**config.mk**
```make
export PLATFORM = sky130hd
export DESIGN_NAME = serial_adder8
export DESIGN_NICKNAME = d
export VERILOG_FILES = /design/src/rtl/alu_pkg.sv /design/src/rtl/serial_adder8_fa.sv /design/src/rtl/serial_adder8.sv
export SDC_FILE = /design/constraint.sdc
export NUM_CORES = 1
export LEC_CHECK = 0
export CORE_UTILIZATION = 45
export DETAILED_ROUTE_END_ITERATION = 10
export GPL_ROUTABILITY_DRIVEN = 0
export GPL_TIMING_DRIVEN = 0
export MAX_ROUTING_LAYER = met4
export PLACE_DENSITY = 0.73
export SYNTH_ARGS = -nofsm -noshare
export SYNTH_HDL_FRONTEND = slang
export SYNTH_HIERARCHICAL = 1
export SYNTH_SLANG_ARGS = --single-unit
```
**constraint.sdc**
```tcl
create_clock -name clk -period 1.1 [get_ports clk]
set_input_delay 0.22 -clock clk [delete_from_list [all_inputs] [get_ports clk]]
set_output_delay 0.22 -clock clk [all_outputs]
set_load 0.1 [all_outputs]
```
**src/rtl/alu_pkg.sv**
```systemverilog
// Shared ALU definitions: the serial adder's FSM state encoding and default operand width.
package alu_pkg;

  typedef enum logic [1:0] {
    IDLE = 2'd0,
    RUN  = 2'd1,
    DONE = 2'd2
  } state_t;

  localparam int DEFAULT_WIDTH = 8;

endpackage

```
**src/rtl/serial_adder8_fa.sv**
```systemverilog
// FA: the team's 1-bit full adder cell, purely combinational.
module FA (
  output logic Cout,
  output logic Sum,
  input  logic A,
  input  logic B,
  input  logic Cin
);

  assign Sum  = A ^ B ^ Cin;
  assign Cout = (A & B) | (A & Cin) | (B & Cin);

endmodule

```
**src/rtl/serial_adder8.sv**
```systemverilog
// serial_adder8: bit-serial adder computing {cout,sum} = a + b + cin over WIDTH cycles,
// one bit per clock through a single full-adder cell.
// Optional build macro SERIAL_ADDER_SUB_EN adds a 'sub' input that turns the
// operation into a - b (B inverted, carry forced to 1).
module serial_adder8
  import alu_pkg::*;
#(
  parameter int WIDTH = DEFAULT_WIDTH
) (
  input  logic             clk,
  input  logic             rst_n,
  input  logic             start,
`ifdef SERIAL_ADDER_SUB_EN
  input  logic             sub,
`endif
  input  logic [WIDTH-1:0] a,
  input  logic [WIDTH-1:0] b,
  input  logic             cin,
  output logic             busy,
  output logic             done,
  output logic [WIDTH-1:0] sum,
  output logic             cout
);

  localparam int CW = (WIDTH > 1) ? $clog2(WIDTH) : 1;
  localparam logic [CW-1:0] LAST_BIT = CW'(WIDTH - 1);

  state_t           state;
  logic [WIDTH-1:0] a_sr;
  logic [WIDTH-1:0] b_sr;
  logic [WIDTH-1:0] res_sr;
  logic [WIDTH-1:0] res_next;
  logic             carry;
  logic [CW-1:0]    count;
  logic             fa_sum;
  logic             fa_cout;
  logic [WIDTH-1:0] b_load;
  logic             carry_load;

  // Operand B and the initial carry as they should be captured on an accepted start.
`ifdef SERIAL_ADDER_SUB_EN
  always_comb begin
    b_load     = b;
    carry_load = cin;
    if (sub) begin
      b_load     = ~b;
      carry_load = 1'b1;
    end
  end
`else
  always_comb begin
    b_load     = b;
    carry_load = cin;
  end
`endif

  // The only arithmetic in the datapath: one full-adder cell fed from the shift register LSBs.
  FA u_fa (
    .Cout (fa_cout),
    .Sum  (fa_sum),
    .A    (a_sr[0]),
    .B    (b_sr[0]),
    .Cin  (carry)
  );

  // Result register shifted right with the new sum bit entering at the MSB.
  always_comb begin
    res_next            = res_sr >> 1;
    res_next[WIDTH-1]   = fa_sum;
  end

  // FSM with datapath and registered outputs; sum/cout change only when entering DONE.
  always_ff @(posedge clk) begin
    if (!rst_n) begin
      state  <= IDLE;
      a_sr   <= '0;
      b_sr   <= '0;
      res_sr <= '0;
      carry  <= 1'b0;
      count  <= '0;
      busy   <= 1'b0;
      done   <= 1'b0;
      sum    <= '0;
      cout   <= 1'b0;
    end else begin
      case (state)
        IDLE, DONE: begin
          done <= 1'b0;
          if (start) begin
            a_sr  <= a;
            b_sr  <= b_load;
            carry <= carry_load;
            count <= '0;
            busy  <= 1'b1;
            state <= RUN;
          end else begin
            state <= IDLE;
          end
        end
        RUN: begin
          res_sr <= res_next;
          carry  <= fa_cout;
          a_sr   <= a_sr >> 1;
          b_sr   <= b_sr >> 1;
          count  <= count + CW'(1);
          if (count == LAST_BIT) begin
            state <= DONE;
            busy  <= 1'b0;
            done  <= 1'b1;
            sum   <= res_next;
            cout  <= fa_cout;
          end
        end
        default: begin
          state <= IDLE;
          busy  <= 1'b0;
          done  <= 1'b0;
        end
      endcase
    end
  end

endmodule

```
==> impl_metrics.env <==
export IMPL_slowest_stage="dfxtp_2"
export IMPL_layout_commonest_cell="nand2_1"
export IMPL_rr_startpoint="count[1]"
export IMPL_yosysWarnings=6
export IMPL_fillers=268
export IMPL_nets=261
export IMPL_cts_buffer_depth=2
export IMPL_antenna_left=0
export IMPL_pin_count=31
export IMPL_clk_latency_ps=350
export IMPL_leakagePower_nw=0.890
export IMPL_failed_checks="setup timing"
export IMPL_numCtsBuffers=5
export IMPL_min_period_ps=1200
export IMPL_grt_overflow=0
export IMPL_htree_num_levels=2
export IMPL_synthToLayoutAreaGrowth_pct=45.5
export IMPL_rsz0062_at_grt="true"
export IMPL_cp_max_fo=9
export IMPL_power_density_nw_per_um2=1190
export IMPL_fin_setup_tns_ps=-774
export IMPL_finalWorstSetupSlack_ps=-95.8
export IMPL_drive_above_1_share_pct=27.6
export IMPL_crit_type="reg2reg"
export IMPL_cpMostUsedCell="ha_4"
export IMPL_max_freq_mhz=836
export IMPL_setup_viol_count_final=22
export IMPL_fin_skew_ps=8.98
export IMPL_preCtsSetupSlack_ps=-554
export IMPL_dr_pass1_iters=4
export IMPL_dr_total_vias=1460
export IMPL_path_cells="ha_4 > ha_4 > nand3b_1 > buf_6 > nand2_1 > a21boi_2"
export IMPL_grt_max_degree=12
export IMPL_synthesis_area_sq_um=1630
export IMPL_synthCells=194
export IMPL_final_max_slew_violation_count=0
export IMPL_drcViolationCount=0
export IMPL_crit_buf_inv=1
export IMPL_first_iter_violations=60
export IMPL_antenna_found_initial=0
export IMPL_diodes=0
export IMPL_drv_cap=0
export IMPL_avgRoutedWirePerCell_microns=13.2
export IMPL_rows=21
export IMPL_synthTopCellsByArea="dfxtp_1, nand2_1, a21boi_1, a31oi_1, o21ai_0"
export IMPL_viasPerCell=5.12
export IMPL_root_buffer="clkbuf_4"
export IMPL_grt_use_total_pct=21.4
export IMPL_synth_area_per_cell_sq_um=8.41
export IMPL_critPathRequiredTime_ps=1370
export IMPL_port_buffers=29
export IMPL_path_clk_slew_ps=110
export IMPL_min_path_type="in2reg"
export IMPL_cp_startpoint="count[1]"
export IMPL_ys_types=23
export IMPL_hold_viol=0
export IMPL_min_delay_start="rst_n"
export IMPL_start_kind="register"
export IMPL_hold_buffers=0
export IMPL_synth_seq_cells=40
export IMPL_fp_dieArea_sq_um=3870
export IMPL_grt_pass1_wl_microns=6440
export IMPL_yosysTopAreaCell="dfxtp_1"
export IMPL_arrival_ps=1470
export IMPL_stdcell_count=285
export IMPL_initial_core_util_pct=47.8
export IMPL_tritoncts="yes"
export IMPL_wl_microns=3760
export IMPL_tightest_slew_ps=448
export IMPL_cp_end_kind="register"
export IMPL_die_h_microns=62.2
export IMPL_grt_pass1_vias=1396
export IMPL_cts_sinks=40
export IMPL_cp_slowest_stage_delay_ps=360
export IMPL_worst_slew_margin_rel_pct=70.1
export IMPL_synth_top_cell_area_share_pct=49.1
export IMPL_dp_hpwl_microns=2500
export IMPL_vdd_ir_drop_worst_mv=0.581
export IMPL_yosysSeqAreaShare_pct=49.1
export IMPL_core_area_sq_um=3420
export IMPL_final_cell_mix="nand2_1, dfxtp_1, clkdlybuf4s50_1"
export IMPL_die_w_microns=62.2
export IMPL_status="finished, violations left"
export IMPL_cp_top_family="flip-flops"
export IMPL_syn_nets=217
export IMPL_fin_crit_sh_pct=109
export IMPL_place_inst=269
area by class of cell:
type / count / area [sq um] / area share, %
Sequential cell: 40 / 827 / 34.8
Multi-Input combinational cell: 138 / 800 / 33.7
Timing Repair Buffer: 37 / 482 / 20.3
Buffer: 16 / 149 / 6.27
Clock buffer: 8 / 58.8 / 2.48
Tap cell: 46 / 57.6 / 2.42
kinds of logic after synthesis:
logic type               Yosys count  synth area share, %
AND/OR/NAND/NOR                   80                 20.9
AO/OA/AOI/OAI                     55                 21.5
flip-flops                        40                 49.1
buffers and inverters             16                 5.67
adder cells (fa/ha/maj)            3                 2.76
report_power, final:
group	internal, mW	switching, mW	total (mW)
registers	1.52	0.0511	1.57
logic	0.246	0.227	0.473
clock network	0.316	0.455	0.771
total	2.08	0.733	2.82
worst min-delay path, stage by stage:
cell	delay [ps]
clkbuf_1	200
o21ai_2	110
a31oi_1	40
routing by layer:
layer,vias to the layer above,global-route usage [%],share of wire [%]
li1,748,-,-
met1,674,24.5,45
met2,34,36.3,50
met3,4,4.96,3.7
met4,0,8.43,0.96
met5,-,-,0
registers in the layout (all words and copies together) (netlist names), 2 cells and up:
signal and cells:
a_sr 8, b_sr 8, count 3, res_sr 7, state 2, sum 8
metrics by stage:
step                util [%]  hold WS, ps  total power [mW]  cell area [sq um]
detailed placement      59.5          447              1.99               2030
global placement        59.5          442              1.97               2030
global route            69.5          268              2.96               2370
CTS                     66.2          252              2.78               2260
floorplan                  -          355              1.84               1680
finish                  69.5          272              2.82               2370
Yosys cell counts:
cell,number
buf_6,1
nand2b_1,2
and2_1,1
a21boi_1,20
and3_1,2
a21oi_1,1
nand3b_1,1
buf_4,5
buf_2,5
clkbuf_1,5
and2b_1,1
nor2b_1,2
ha_1,2
o21ai_0,15
nor2_1,1
a31oi_1,15
nand2_1,57
o21a_1,1
fa_1,1
nand3_1,13
o21ai_1,2
dfxtp_1,40
o211a_1,1
worst paths after layout:
check / end / slack [ps] / cells after the start
worst max-delay path: sum[5] / -100 / 6
worst min-delay path: a_sr[1] / 270 / 3
worst max register to register: sum[5] / -100 / 6
worst min register to register: res_sr[1] / 470 / 2
repair_timing:
action,CTS,global route
pin swaps,2,3
endpoints found under the hold margin,0,0
endpoints found under the setup margin,43,47
resized for setup,121,21
gates cloned,0,1
buffers inserted,4,3
Power figures use the tool's default switching activity.
==> patch 1, RTL diff (same settings) <==
Register the inputs `start` and `a` before use, cleared by the reset. The logic sees them one clock later. The other inputs are not delayed to match. Comments in the files are not updated.
--- a/src/rtl/serial_adder8.sv
+++ b/src/rtl/serial_adder8.sv
@@ -24,6 +24,19 @@
 
   localparam int CW = (WIDTH > 1) ? $clog2(WIDTH) : 1;
   localparam logic [CW-1:0] LAST_BIT = CW'(WIDTH - 1);
+
+  logic start_q;
+  logic [WIDTH-1:0] a_q;
+
+  always_ff @(posedge clk) begin
+    if (!rst_n) begin
+      start_q <= '0;
+      a_q     <= '0;
+    end else begin
+      start_q <= start;
+      a_q     <= a;
+    end
+  end
 
   state_t           state;
   logic [WIDTH-1:0] a_sr;
@@ -86,8 +99,8 @@
       case (state)
         IDLE, DONE: begin
           done <= 1'b0;
-          if (start) begin
-            a_sr  <= a;
+          if (start_q) begin
+            a_sr  <= a_q;
             b_sr  <= b_load;
             carry <= carry_load;
             count <= '0;
Function: changed (Yosys sat finds a counterexample within 4 cycles, from zero or initial values and one cycle with rst_n low).
==> patch 1 against the unedited design <==
The run still ends with negative setup slack left; non-clock buffer count up 2; total power increased by 21%; routed wire length increased by 10%; area after synthesis is 15% higher; first-iteration DRC count up 92%; sequential cell count up 9; sequential share of layout area increased by 3.9 points; setup slack worse by 19 ps; design area is 9.4% higher; die area rose by 14%.
==> patch 1: results <==
set metrics [dict create \
    outcome "finished with violations" \
    syn_inst 213 \
    layout.nets 281 \
    worst_ir_drop_vdd_mv 0.760 \
    place.detailed.hpwl_um 2480 \
    hp-class "in -> reg" \
    clock_latency_ps 310 \
    synth_mux_area_frac 0 \
    via_per_inst 5.13 \
    drtPass1Iterations 4 \
    track_usage 0.200 \
    synthDistinctLibCells 23 \
    root_buffer "clkbuf_8" \
    slew_headroom 0.724 \
    portBuffers 29 \
    r2r_cells 6 \
    synth_top_flop_cell "dfxtp_1" \
    ys_async_sr_fraction 0 \
    skew_ps 11.3 \
    synth_seq_area_share 0.525 \
    use_met3 0.0531 \
    clk_path_buf_depth 2 \
    drive_above_1_share 0.247 \
    post_cts_buffers 1 \
    syn-num-nets 236 \
    cp-startpoint "count[0]" \
    worst_slack_ps -115 \
    synthXorXnorAreaFrac 0 \
    yosys-top-cells-area "dfxtp_1 (52%), nand2_1 (11%), a21boi_0 (6.0%), a31oi_1 (5.0%), o21ai_0 (4.6%)" \
    grt_pass1_wl_um 6350 \
    r2r_end "sum[3]" \
    cp_max_fo 6 \
    grtUsageMet2 0.304 \
    drt_iter0_drc 115 \
    diodes 0 \
    grtUsageMet1 0.255 \
    synth_common_cells "nand2_1 (57), dfxtp_1 (49), o21ai_0 (17)" \
    synth-compound-area-share 0.188 \
    critPathKind "reg -> reg" \
    placedCellCount 292 \
    worstPathArrival_ps 1450 \
    setup_viol 13 \
    finalSetupTns_ps -1010 \
    antenna_found_initial 0 \
    synthAdderAreaFrac 0.0241 \
    violations "negative setup slack" \
    yosysWarnings 6 \
    whs_path_depth 3 \
    cts-htree-levels 2 \
    dp_slack_ps -561 \
    final_cells 309 \
    timing.hold.ws_ps 300 \
    yosysMostFrequentCell "nand2_1" \
    first_global_vias 1391 \
    p_leak_nw 0.971 \
    totalWireLength_um 4140 \
    cts_resized 100 \
    grt_start_max_net_pins 18 \
]
patch 1: cell count changes after synthesis, sizes merged:
| cell | delta |
|---|---|
| and2 | +9 |
| clkbuf | +1 |
| dfxtp | +9 |
patch 1: worst min path at each step:
stage,from,end
6_report,rst_n,carry
4_1_cts,rst_n,carry
3_3_place_gp,a_q[7],a_sr[7]
5_1_grt,rst_n,cout
2_1_floorplan,a[0],a_q[0]
3_5_place_dp,a_q[7],a_sr[7]
patch 1: cells by family after synthesis:
kind of cell,Yosys count
flops,49
buf+inv,17
fa+ha+maj,3
simple gates,89
compound gates,55
patch 1: report_power, final:
part | internal [W] | leakage, nW | switching [W] | total [W]
sequential | 0.00185 | 0.409 | 0.0000481 | 0.00190
clock | 0.000459 | 0.0447 | 0.000629 | 0.00109
combinational | 0.000216 | 0.517 | 0.000199 | 0.000415
total | 0.00253 | 0.971 | 0.000877 | 0.00341
patch 1: layout make-up:
class                   count  area [um2]
well taps                  50        62.6
multi-input cells         147         841
plain buffers              16         131
clock inverters             3        25.0
fillers                   333        1400
flip-flops and latches     49        1010
repair buffers             39         462
clock buffers               5        68.8
patch 1: metal layers:
layer  up-vias  share of wire
met5         -              0
met4         0          0.016
met3         6          0.032
met2        26           0.47
met1       751           0.48
li1        803              -
patch 1: stage by stage:
| stage | utilization | power (W) | area (um2) |
|---|---|---|---|
| after CTS | 0.607 | 0.00338 | 2430 |
| after detailed placement | 0.567 | 0.00229 | 2270 |
| after global placement | 0.567 | 0.00228 | 2270 |
| final | 0.649 | 0.00341 | 2600 |
| after floorplan | - | 0.00215 | 1920 |
| after global routing | 0.649 | 0.00356 | 2600 |
patch 1: critical path, cell delays in order, from the launching register on:
cell and delay [ps]:
dfxtp_2 350, ha_4 160, ha_4 180, nand3b_1 140
buf_4 160, nand2_1 50, a21boi_1 110
==> patch 2, RTL diff (same settings) <==
Without the edit above. Add a define of `SERIAL_ADDER_SUB_EN`.
--- a/src/rtl/serial_adder8.sv
+++ b/src/rtl/serial_adder8.sv
@@ -2,6 +2,8 @@
 // one bit per clock through a single full-adder cell.
 // Optional build macro SERIAL_ADDER_SUB_EN adds a 'sub' input that turns the
 // operation into a - b (B inverted, carry forced to 1).
+`define SERIAL_ADDER_SUB_EN
+
 module serial_adder8
   import alu_pkg::*;
 #(
Interface: changed (added sub); port bits go from 31 to 32. No check against the original RTL was run, so the function may have changed too.
==> patch 2 against the unedited design <==
The run still ends with negative setup slack left; routed wire length increased by 10%; total power grew 8.2%; non-clock buffer count rose by 7; highest routed layer unchanged; setup slack got worse by 8.3 ps; design area grew 6.6%; area after synthesis rose by 4.5%; sequential cell count unchanged; largest power group unchanged; largest cell class is now multi-input combinational cells; sequential share of layout area fell by 2.4 points.
==> patch 2: results <==
set metrics [dict create \
    critPathMaxStageDelay_ps 330 \
    first_global_vias 1455 \
    setup_viol 37 \
    use_met3 0.0707 \
    yosys-top-cells-area "dfxtp_1 (47%), a21oi_1 (11%), nand3_1 (8.5%), a22oi_2 (7.3%), nand2_1 (6.2%)" \
    clock_latency_ps 280 \
    placed_area_um2 2110 \
    synthAdderAreaFrac 0.0264 \
    portBuffers 30 \
    worst_slack_ps -104 \
    layout.nets 265 \
    syn_inst 191 \
    p_leak_nw 0.904 \
    via_count 1566 \
    whs_path_depth 4 \
    place.detailed.hpwl_um 2420 \
    drt_iter0_drc 79 \
    worstPathArrival_ps 1420 \
    min-delay-start "sub" \
    finalSetupTns_ps -2180 \
    skew_ps 7.23 \
    cp-startpoint "state[1]" \
    timing.hold.ws_ps 424 \
    grtUsageMet2 0.364 \
    synthDistinctLibCells 26 \
    track_usage 0.214 \
    post_cts_buffers 8 \
    crit_end "cout" \
    cts_resized 97 \
    root_buffer "clkbuf_8" \
    hold_end "b_sr[7]" \
    worst_ir_drop_vdd_mv 0.815 \
    synth_common_cells "dfxtp_1 (40), a21oi_1 (36), nand3_1 (29)" \
    totalWireLength_um 4150 \
    outcome "finished with violations" \
    wire_per_inst_um 14.4 \
    slew_headroom 0.808 \
    violations "negative setup slack" \
    synth_seq_area_share 0.470 \
]
## patch 2: cell count changes after synthesis, moves of 2 or more
cell	unedited run	this run
a21oi_1	1	36
nand2_1	57	28
a21boi_1	20	0
nand3_1	13	29
a31oi_1	15	1
o21ai_0	15	2
a22oi_2	0	10
xor2_1	0	8
a22oi_1	0	4
nor2_1	1	3
o21ai_1	2	0
## patch 2: per-layer routing
layer / up-vias / wire length (um) / part of all wire
met5: - / 0 / 0
met4: 0 / 53 / 0.013
met3: 7 / 166 / 0.040
met2: 43 / 2140 / 0.52
met1: 748 / 1790 / 0.43
li1: 768 / - / -
## patch 2: final cells by class
type / count / area share
flip-flops and latches: 40 / 0.325
well taps: 48 / 0.0237
clock inverters: 1 / 0.00198
clock buffers: 6 / 0.0287
repair buffers: 43 / 0.196
multi-input cells: 133 / 0.360
plain buffers: 17 / 0.0633
inverters: 1 / 0.00148
## patch 2: where the power goes
part           internal, W  switching (W)
Clock             0.000431       0.000461
Combinational     0.000304       0.000288
Sequential         0.00151      0.0000504
